==> config.mk <==
export PLATFORM = sky130hd
export DESIGN_NAME = mem_arbiter
export DESIGN_NICKNAME = d
export VERILOG_FILES = /design/src/rtl/mem_arbiter.sv
export SDC_FILE = /design/constraint.sdc
export NUM_CORES = 1
export LEC_CHECK = 0
export ABC_AREA = 1
export CAP_MARGIN = 20
export CORE_AREA = 2 2 139 141
export CTS_CLUSTER_SIZE = 30
export DETAILED_ROUTE_END_ITERATION = 10
export DIE_AREA = 0 0 141 143
export GPL_ROUTABILITY_DRIVEN = 0
export GPL_TIMING_DRIVEN = 0
export PLACE_DENSITY = 0.88
export SYNTH_ARGS = -nofsm -noshare
export SYNTH_HDL_FRONTEND = slang
export SYNTH_SLANG_ARGS = --single-unit
==> constraint.sdc <==
create_clock -name i_clk -period 1.35 [get_ports i_clk]
set_input_delay 0.2025 -clock i_clk [delete_from_list [all_inputs] [get_ports i_clk]]
set_output_delay 0.2025 -clock i_clk [all_outputs]
set_load 0.01 [all_outputs]
==> src/rtl/mem_arbiter.sv <==
// ---------------------------------------------------------------------------
// mem_arbiter
//   Three-requester arbiter in front of a single SDRAM/BRAM command port.
//   One transaction is outstanding at a time. Requester 0 (video fetch) has
//   absolute priority. Requesters 1 (CPU data) and 2 (CPU instruction) share
//   the remaining slots round-robin.
//
// Ports
//   i_clk, i_rst        clock and synchronous active-high reset
//   i_req[2:0]          per-requester request, held until o_done
//   i_we[2:0]           per-requester write enable
//   i_addr/i_wdata/i_wstrb
//                       packed per-requester fields, requester n at slice n
//   o_done[2:0]         one-cycle completion pulse (one-hot or zero)
//   o_rdata             read data, meaningful only alongside o_done
//   o_err               one-cycle read timeout pulse, only with o_done
//   o_mem_*             command to the memory controller
//   i_mem_ready         controller accepts the command this cycle
//   i_mem_rvalid/rdata  read return
// ---------------------------------------------------------------------------
module mem_arbiter #(
  parameter int ADDR_W  = 32,
  parameter int DATA_W  = 32,
  parameter int TIMEOUT = 255
) (
  input  logic                  i_clk,
  input  logic                  i_rst,
  input  logic [2:0]            i_req,
  input  logic [2:0]            i_we,
  input  logic [3*ADDR_W-1:0]   i_addr,
  input  logic [3*DATA_W-1:0]   i_wdata,
  input  logic [3*DATA_W/8-1:0] i_wstrb,
  output logic [2:0]            o_done,
  output logic [DATA_W-1:0]     o_rdata,
  output logic                  o_err,
  output logic                  o_mem_req,
  output logic                  o_mem_we,
  output logic [ADDR_W-1:0]     o_mem_addr,
  output logic [DATA_W-1:0]     o_mem_wdata,
  output logic [DATA_W/8-1:0]   o_mem_wstrb,
  input  logic                  i_mem_ready,
  input  logic                  i_mem_rvalid,
  input  logic [DATA_W-1:0]     i_mem_rdata
);

  localparam int STRB_W = DATA_W / 8;
  localparam int CNT_W  = (TIMEOUT < 1) ? 1 : $clog2(TIMEOUT + 1);
  localparam logic [CNT_W-1:0] TMO = CNT_W'(TIMEOUT);

  localparam logic [1:0] S_IDLE    = 2'd0;
  localparam logic [1:0] S_ISSUE   = 2'd1;
  localparam logic [1:0] S_WAIT_RD = 2'd2;

  // ---------------------------------------------------------------------------
  // State
  // ---------------------------------------------------------------------------
  logic [1:0]        state_q, state_d;
  logic [1:0]        win_q,   win_d;
  logic              we_q,    we_d;
  logic [ADDR_W-1:0] addr_q,  addr_d;
  logic [DATA_W-1:0] wdata_q, wdata_d;
  logic [STRB_W-1:0] wstrb_q, wstrb_d;
  logic              mem_req_q, mem_req_d;
  logic [2:0]        done_q,  done_d;
  logic              err_q,   err_d;
  logic [DATA_W-1:0] rdata_q, rdata_d;
  logic [CNT_W-1:0]  cnt_q,   cnt_d;
  // 0: favour requester 1 on a 1/2 tie, 1: favour requester 2
  logic              rr_q,    rr_d;

  // ---------------------------------------------------------------------------
  // Per-requester field unpacking
  // ---------------------------------------------------------------------------
  logic [ADDR_W-1:0] req_addr  [3];
  logic [DATA_W-1:0] req_wdata [3];
  logic [STRB_W-1:0] req_wstrb [3];

  always_comb begin
    for (int n = 0; n < 3; n++) begin
      req_addr[n]  = i_addr[n*ADDR_W +: ADDR_W];
      req_wdata[n] = i_wdata[n*DATA_W +: DATA_W];
      req_wstrb[n] = i_wstrb[n*STRB_W +: STRB_W];
    end
  end

  // ---------------------------------------------------------------------------
  // Winner selection (only consumed in IDLE)
  // ---------------------------------------------------------------------------
  logic [1:0] arb_win;

  always_comb begin
    arb_win = 2'd0;
    if (i_req[0])                 arb_win = 2'd0;
    else if (i_req[1] && i_req[2]) arb_win = rr_q ? 2'd2 : 2'd1;
    else if (i_req[1])            arb_win = 2'd1;
    else if (i_req[2])            arb_win = 2'd2;
  end

  // ---------------------------------------------------------------------------
  // Next-state logic
  // ---------------------------------------------------------------------------
  always_comb begin
    state_d   = state_q;
    win_d     = win_q;
    we_d      = we_q;
    addr_d    = addr_q;
    wdata_d   = wdata_q;
    wstrb_d   = wstrb_q;
    mem_req_d = mem_req_q;
    rdata_d   = rdata_q;
    cnt_d     = cnt_q;
    rr_d      = rr_q;
    done_d    = 3'b000;
    err_d     = 1'b0;

    case (state_q)
      S_IDLE: begin
        // During the o_done cycle the finished requester is still allowed to
        // hold i_req, so arbitration waits one cycle for it to drop.
        if ((|i_req) && (done_q == 3'b000)) begin
          win_d     = arb_win;
          we_d      = i_we[arb_win];
          addr_d    = req_addr[arb_win];
          wdata_d   = req_wdata[arb_win];
          wstrb_d   = req_wstrb[arb_win];
          mem_req_d = 1'b1;
          state_d   = S_ISSUE;
          // Pointer moves to the other CPU port only on a CPU grant.
          if (arb_win == 2'd1) rr_d = 1'b1;
          if (arb_win == 2'd2) rr_d = 1'b0;
        end
      end

      S_ISSUE: begin
        if (i_mem_ready) begin
          mem_req_d = 1'b0;
          if (we_q) begin
            done_d  = 3'b001 << win_q;
            state_d = S_IDLE;
          end else begin
            cnt_d   = '0;
            state_d = S_WAIT_RD;
          end
        end
      end

      S_WAIT_RD: begin
        // rvalid wins over the timeout when both land in the same cycle.
        if (i_mem_rvalid) begin
          rdata_d = i_mem_rdata;
          done_d  = 3'b001 << win_q;
          state_d = S_IDLE;
        end else if (cnt_q == TMO) begin
          rdata_d = '0;
          err_d   = 1'b1;
          done_d  = 3'b001 << win_q;
          state_d = S_IDLE;
        end else begin
          cnt_d = cnt_q + 1'b1;
        end
      end

      default: begin
        state_d   = S_IDLE;
        mem_req_d = 1'b0;
      end
    endcase
  end

  // ---------------------------------------------------------------------------
  // Registers
  // ---------------------------------------------------------------------------
  always_ff @(posedge i_clk) begin
    if (i_rst) begin
      state_q   <= S_IDLE;
      win_q     <= 2'd0;
      we_q      <= 1'b0;
      addr_q    <= '0;
      wdata_q   <= '0;
      wstrb_q   <= '0;
      mem_req_q <= 1'b0;
      done_q    <= 3'b000;
      err_q     <= 1'b0;
      rdata_q   <= '0;
      cnt_q     <= '0;
      rr_q      <= 1'b0;
    end else begin
      state_q   <= state_d;
      win_q     <= win_d;
      we_q      <= we_d;
      addr_q    <= addr_d;
      wdata_q   <= wdata_d;
      wstrb_q   <= wstrb_d;
      mem_req_q <= mem_req_d;
      done_q    <= done_d;
      err_q     <= err_d;
      rdata_q   <= rdata_d;
      cnt_q     <= cnt_d;
      rr_q      <= rr_d;
    end
  end

  // ---------------------------------------------------------------------------
  // Outputs
  // ---------------------------------------------------------------------------
  assign o_done      = done_q;
  assign o_err       = err_q;
  assign o_rdata     = rdata_q;
  assign o_mem_req   = mem_req_q;
  assign o_mem_we    = we_q;
  assign o_mem_addr  = addr_q;
  assign o_mem_wdata = wdata_q;
  assign o_mem_wstrb = wstrb_q;

endmodule
==> out/results.ini, run 1 <==
[setup_path]
ff2ff_path_depth=10
cp_cell_sequence=ha_4 -> nand2_4 -> nor2_4 -> nand2_4 -> nor2_4 -> nor2_4 -> buf_6 -> buf_8 -> nand2_2 -> a21oi_2
cp_max_fo=6
cp.depth=10
cp-end-kind=register
critPathKind=reg2reg
cp_slowest_stage_delay_ns=0.36
crit_path_start_kind=register
cp_slowest_cell=dfxtp_2
critPathArrivalTime_ns=1.86
cp_num_buf_inv=2
crit_top_cell=nor2_4
critPathRequiredTime_ns=1.62
cp_top_family=simple AND/OR/NAND/NOR gates

[clock_network]
cts_buffers=17
htreeDepth=4
clockBufferDepth=2
postCtsHoldBufs=0
clk_pin_slew_worst_paths_ns=0.06
root_buffer=clkbuf_16
clock-sinks=119
cts_tree=yes
worstSkewPairLatency_ns=0.42

[sta]
slew_viol_final=0
rsz0062_at_grt=true
clock_skew_ns=0.008417
setup_viol=117
worstMarginPinSlew_ns=0.7524
final.min_clock_period_ns=1.584
slew_headroom_pct=49.84
fin_crit_sh_pct=117.3
timing.fmax_mhz=631.3
setup_ws_ns=-0.2341
hold_violations=0

[run_status]
violations=setup timing
status=finished with violations

[route]
initialDrtViolationCount=635
drt_pre_antenna_iters=8
vias=9516
viasPerCell=5.319
drt-total-wl_um=34330
wl_per_cell_um=19.19
postRouteAntennaNets=0
drc_errors=0

[grt]
grt-busiest-layer=met2
grt_pass1_wl_um=45600
grt_util_met2_pct=52.94
grt_max_degree=20
gr-usage-met1_pct=30.84
gr-total-overflow=0
grt_usage_pct=28.96
grt_pass1_vias=8998
antenna_found_initial=1
grt_use_met3_pct=7.109

[die]
die_h_um=143
die_w_um=141
dieArea_mm2=0.02016
core_area_mm2=0.01858
ios=352
start_util_pct=35.73
num_rows=50

[placement]
port_buffers=350
placed_cell_area_mm2=0.01047
hpwl_um=20310

[synthesis]
synth_cell_types=24
synth_seq_area_share_pct=35.88
ys_ff_latch=119
syn_inst=1117
synth_nets=1368
yosys_warnings=0
avgSynthCellArea_um2=5.943
synth_top_cell_by_area=dfxtp_1
synthesis.area_mm2=0.006639
synth_top_area_share_pct=35.88
yosys-top-cells-area=dfxtp_1, nand2_1, nand3_1, inv_1, a21oi_1

[cells_and_area]
multi_input_area_mm2=0.004942
fillers=1206
antenna_cells=0
drive_gt1_share_pct=31.83
regArea_mm2=0.002406
nets=1793
areaGrowthSynthToFinish_pct=108.8
final_area_mm2=0.01386

[pwr]
pwr_density_cell_mw_per_mm2=1627
power_uw=22550
leakage_uw=0.006983
irDropWorstVdd_v=0.0009436

[worst_hold_path]
hold_path.class=in2reg
holdPathStages=3

[flow_run]
drv_cap=0

==> tightest hold or removal path: stages <==
cell             delay (ns)
clkdlybuf4s50_1        0.39
nand2_1                0.06
a21oi_1                0.06
==> kinds of logic (layout without fill, tap and decap cells) <==
family	count (synthesis)	in the layout	synth area share (%)
AND/OR/NAND/NOR	635	635	39.43
flip-flops	119	119	35.88
AO/OA/AOI/OAI	119	119	8.971
buffers and inverters	239	677	14.78
adder cells (fa/ha/maj)	5	5	0.9423
==> area by class of cell <==
class | count | share of cell area, %
multi-input combinational | 759 | 35.65
sequential | 119 | 17.35
timing repair inverter | 1 | 0.1173
timing repair buffer | 409 | 30.36
clock inverter | 11 | 1.227
tap | 234 | 2.112
clock buffer | 21 | 3.321
inverter | 170 | 4.945
buffer | 65 | 4.918
==> sequential cells by signal, summed over array words and instances (netlist names) <==
register and count:
o_mem_we 1, state_q 2, o_rdata 32, o_mem_addr 32, o_mem_wdata 32, rr_q 1
o_err 1, o_mem_req 1, win_q 2, cnt_q 8, o_done 3, o_mem_wstrb 4
==> layout by cell type, fill, tap and decap left out, types with 5 or more instances in the layout <==
cell	n
a21oi_1	17
a21oi_2	95
buf_12	19
buf_2	9
buf_4	28
buf_6	21
buf_8	17
clkbuf_1	12
clkbuf_16	26
clkbuf_2	5
clkdlybuf4s50_1	241
dfxtp_1	108
dfxtp_2	7
dlygate4sd2_1	106
ha_4	5
inv_1	160
nand2_1	308
nand2_2	63
nand2_4	79
nand3_1	83
nand3_2	61
nand3_4	8
nor2_1	11
nor2_4	7
==> power by group <==
part	total [uW]	internal [uW]	leakage (uW)	switching (uW)
Combinational	12300	5880	0.00570	6460
Sequential	5260	4380	0.000980	874
Clock	4950	3190	0.000300	1760
Total	22600	13500	0.00698	9090
==> layer usage <==
| layer | up-vias | share of wire (%) |
|---|---|---|
| li1 | 4304 | - |
| met1 | 4418 | 35 |
| met2 | 604 | 50 |
| met3 | 188 | 8.7 |
| met4 | 2 | 6.6 |
| met5 | - | 0.038 |
==> Yosys cell counts, drive strengths merged <==
cell type,count
a21oi,112
nor3,5
nand3,152
buf,49
ha,5
dfxtp,119
clkbuf,20
nor2,22
inv,170
or2,1
nand2,452
nor4,1
nand4,2
o21ai,7
==> stage by stage <==
step	cells	hold slack (ns)	TNS, ns	util, %	worst slack [ns]
final	1789	0.3398	-15.95	74.62	-0.2341
after global routing	1789	0.3342	-19.44	74.62	-0.2689
after CTS	1774	0.3234	-5.518	67.33	-0.1228
after detailed placement	1701	0.4493	-64.06	56.35	-0.8729
after global placement	1701	0.4387	-60.36	56.35	-0.8375
after floorplan	1117	0.2810	0	-	0.002708
==> path summary, 6_finish.rpt <==
kind,from,endpoint,slack (ns)
hold reg to reg,o_mem_wdata[2],o_mem_wdata[2],0.46
setup / recovery,cnt_q[0],o_rdata[9],-0.23
setup reg to reg,cnt_q[0],o_rdata[9],-0.23
hold / removal,i_mem_rdata[30],o_rdata[30],0.34
==> what timing repair did <==
item,in CTS,in global routing
pin swaps,126,83
gates cloned,12,10
setup buffers,33,11
resized for setup,409,316
endpoints found under the setup margin,222,119
No activity file was read; power rests on OpenSTA's default activity.
==> run 2: changes to the inputs <==
PLACE_DENSITY = unset   (was 0.88)
PLACE_DENSITY_LB_ADDON = 0.05   (was unset)
==> run 2 against run 1 <==
The flow still finishes with violations (setup timing). Flip-flop and latch count unchanged. Clock skew down 0.00055 ns. Total power down 14%. Core utilization down 4.5 points. Final cell count down 0.28%. Worst hold slack better by 0.0015 ns. Clock power down 13%. Die area unchanged. Combinational power down 18%. Register-to-register slack better by 0.08 ns.
==> out/results.ini, run 2 (synthesis results as in run 1) <==
[die]
num_rows=50
dieArea_mm2=0.02016
die_w_um=141
die_h_um=143
core_area_mm2=0.01858
ios=352
start_util_pct=35.73

[pwr]
seq_power_share_pct=25.6
p_comb_share_pct=52.1
switching_share_pct=38.67
irDropWorstVdd_v=0.001108
clkPwrFrac_pct=22.3
pwr_density_cell_mw_per_mm2=1493
p_switching_uw=7526
p_int_uw=11930
leakage_uw=0.006463

[run_status]
violations=setup timing
status=finished with violations

[route]
drc_errors=0
wl_per_cell_um=16.07
vias=8520
initialDrtViolationCount=318
drt-total-wl_um=28670
viasPerCell=4.776
postRouteAntennaNets=0
drt_pre_antenna_iters=6

[worst_hold_path]
holdPathEnd=o_rdata[15]
holdCritStartpoint=i_mem_rdata[15]
holdPathStages=3
hold_path.class=in2reg

[setup_path]
cp-end-kind=register
crit_path_start_kind=register
r2r_end=o_mem_wdata[1]
cp_cell_sequence=inv_4 -> buf_12 -> ha_4 -> nand3_4 -> buf_12 -> clkbuf_16 -> nand2_1 -> a21oi_1
crit_start=state_q[0]
critPathKind=reg2reg
critPathArrivalTime_ns=1.85
cp_slowest_stage_delay_ns=0.37
crit_top_cell=buf_12
cp_num_buf_inv=4
critPathRequiredTime_ns=1.70
r2r-start=state_q[0]
cp_top_family=buffers and inverters
ff2ff_path_depth=8
r2r_slack_ns=-0.16
cp_slowest_cell=dfxtp_4
cp_max_fo=8

[grt]
antenna_found_initial=2
grt_pass1_wl_um=40610
grt_pass1_vias=7895
grt_max_degree=20
gr-total-overflow=0
grt_usage_pct=25.91

[sta]
final.setup.tns_ns=-10.81
slew_viol_final=0
final.min_clock_period_ns=1.508
clock_skew_ns=0.007863
fin_crit_sh_pct=111.7
worstMarginPinSlew_ns=0.7218
setup_ws_ns=-0.1580
fin_hold_ws_ns=0.3413
setup_viol=112
slew_headroom_pct=51.88
timing.fmax_mhz=663.1
hold_violations=0
rsz0062_at_grt=true

[clock_network]
worstSkewPairLatency_ns=0.42
clock-sinks=119
clockBufferDepth=2
cts_buffers=17
htreeDepth=4
cts_tree=yes
root_buffer=clkbuf_16
clk_pin_slew_worst_paths_ns=0.06

[cells_and_area]
final_cell_mix=nand2_1, clkdlybuf4s50_1, inv_1
areaGrowthSynthToFinish_pct=96.38
drive_gt1_share_pct=23.79
nets=1785
stdcell_count=1784
regArea_mm2=0.002402
final_area_mm2=0.01304
fillers=1632
multi_input_area_mm2=0.004320
final_common_cell=nand2_1

[placement]
preCtsSetupSlack_ns=-0.9383
placed_cell_area_mm2=0.01047
hpwl_um=19880
port_buffers=350
dp_cells=1701

[flow_run]
drv_cap=0

==> run 2: what timing repair did <==
action,4_1_cts,5_1_grt
resized for setup,278,269
buffers inserted,23,11
cloned,5,13
endpoints found under the hold margin,0,0
pin swaps,25,68
hold buffers,0,0
endpoints found under the setup margin,223,117
==> run 2: power groups by stage <==
stage               clock [uW]  sequential, uW  combinational [uW]
floorplan                    0            5180                3280
global placement             0            4820                7010
CTS                       4370            4830                7540
detailed placement           0            4860                7030
global route              4540            5070               10900
finish                    4330            4980               10100
==> run 2: through the flow <==
step | total power (uW) | utilization [%]
floorplan | 8453 | -
global placement | 11830 | 56.35
detailed placement | 11880 | 56.35
CTS | 16750 | 62.82
global route | 20490 | 70.15
finish | 19460 | 70.17
==> run 2: routing by layer <==
metal / up-vias / GRT usage, % / part of all wire, %
met1: 3894 / 29.56 / 39
met4: 0 / 7.947 / 2.5
met3: 50 / 8.652 / 8.1
met2: 288 / 45.98 / 50
met5: - / 0 / 0
li1: 4288 / - / -
==> run 2: tightest hold or removal path, stage by stage <==
cell and delay (ns):
clkdlybuf4s50_1 0.39, nand2_1 0.06, a21oi_1 0.06
==> run 2: worst max-delay path by stage <==
stage / to / cells after the start
after floorplan: o_rdata[10] / 9
after global placement: rr_q / 7
after detailed placement: rr_q / 7
after CTS: o_rdata[6] / 10
after global routing: o_mem_wdata[1] / 8
final: o_mem_wdata[1] / 8
==> run 2: final cells by class <==
type | instances | share of cell area [%]
diodes | 3 | 0.05758
plain buffers | 66 | 5.086
clock buffers | 21 | 3.532
clock inverters | 11 | 0.7582
inverters | 170 | 5.240
multi-input cells | 759 | 33.14
flip-flops and latches | 119 | 18.43
well taps | 234 | 2.246
repair buffers | 401 | 31.52
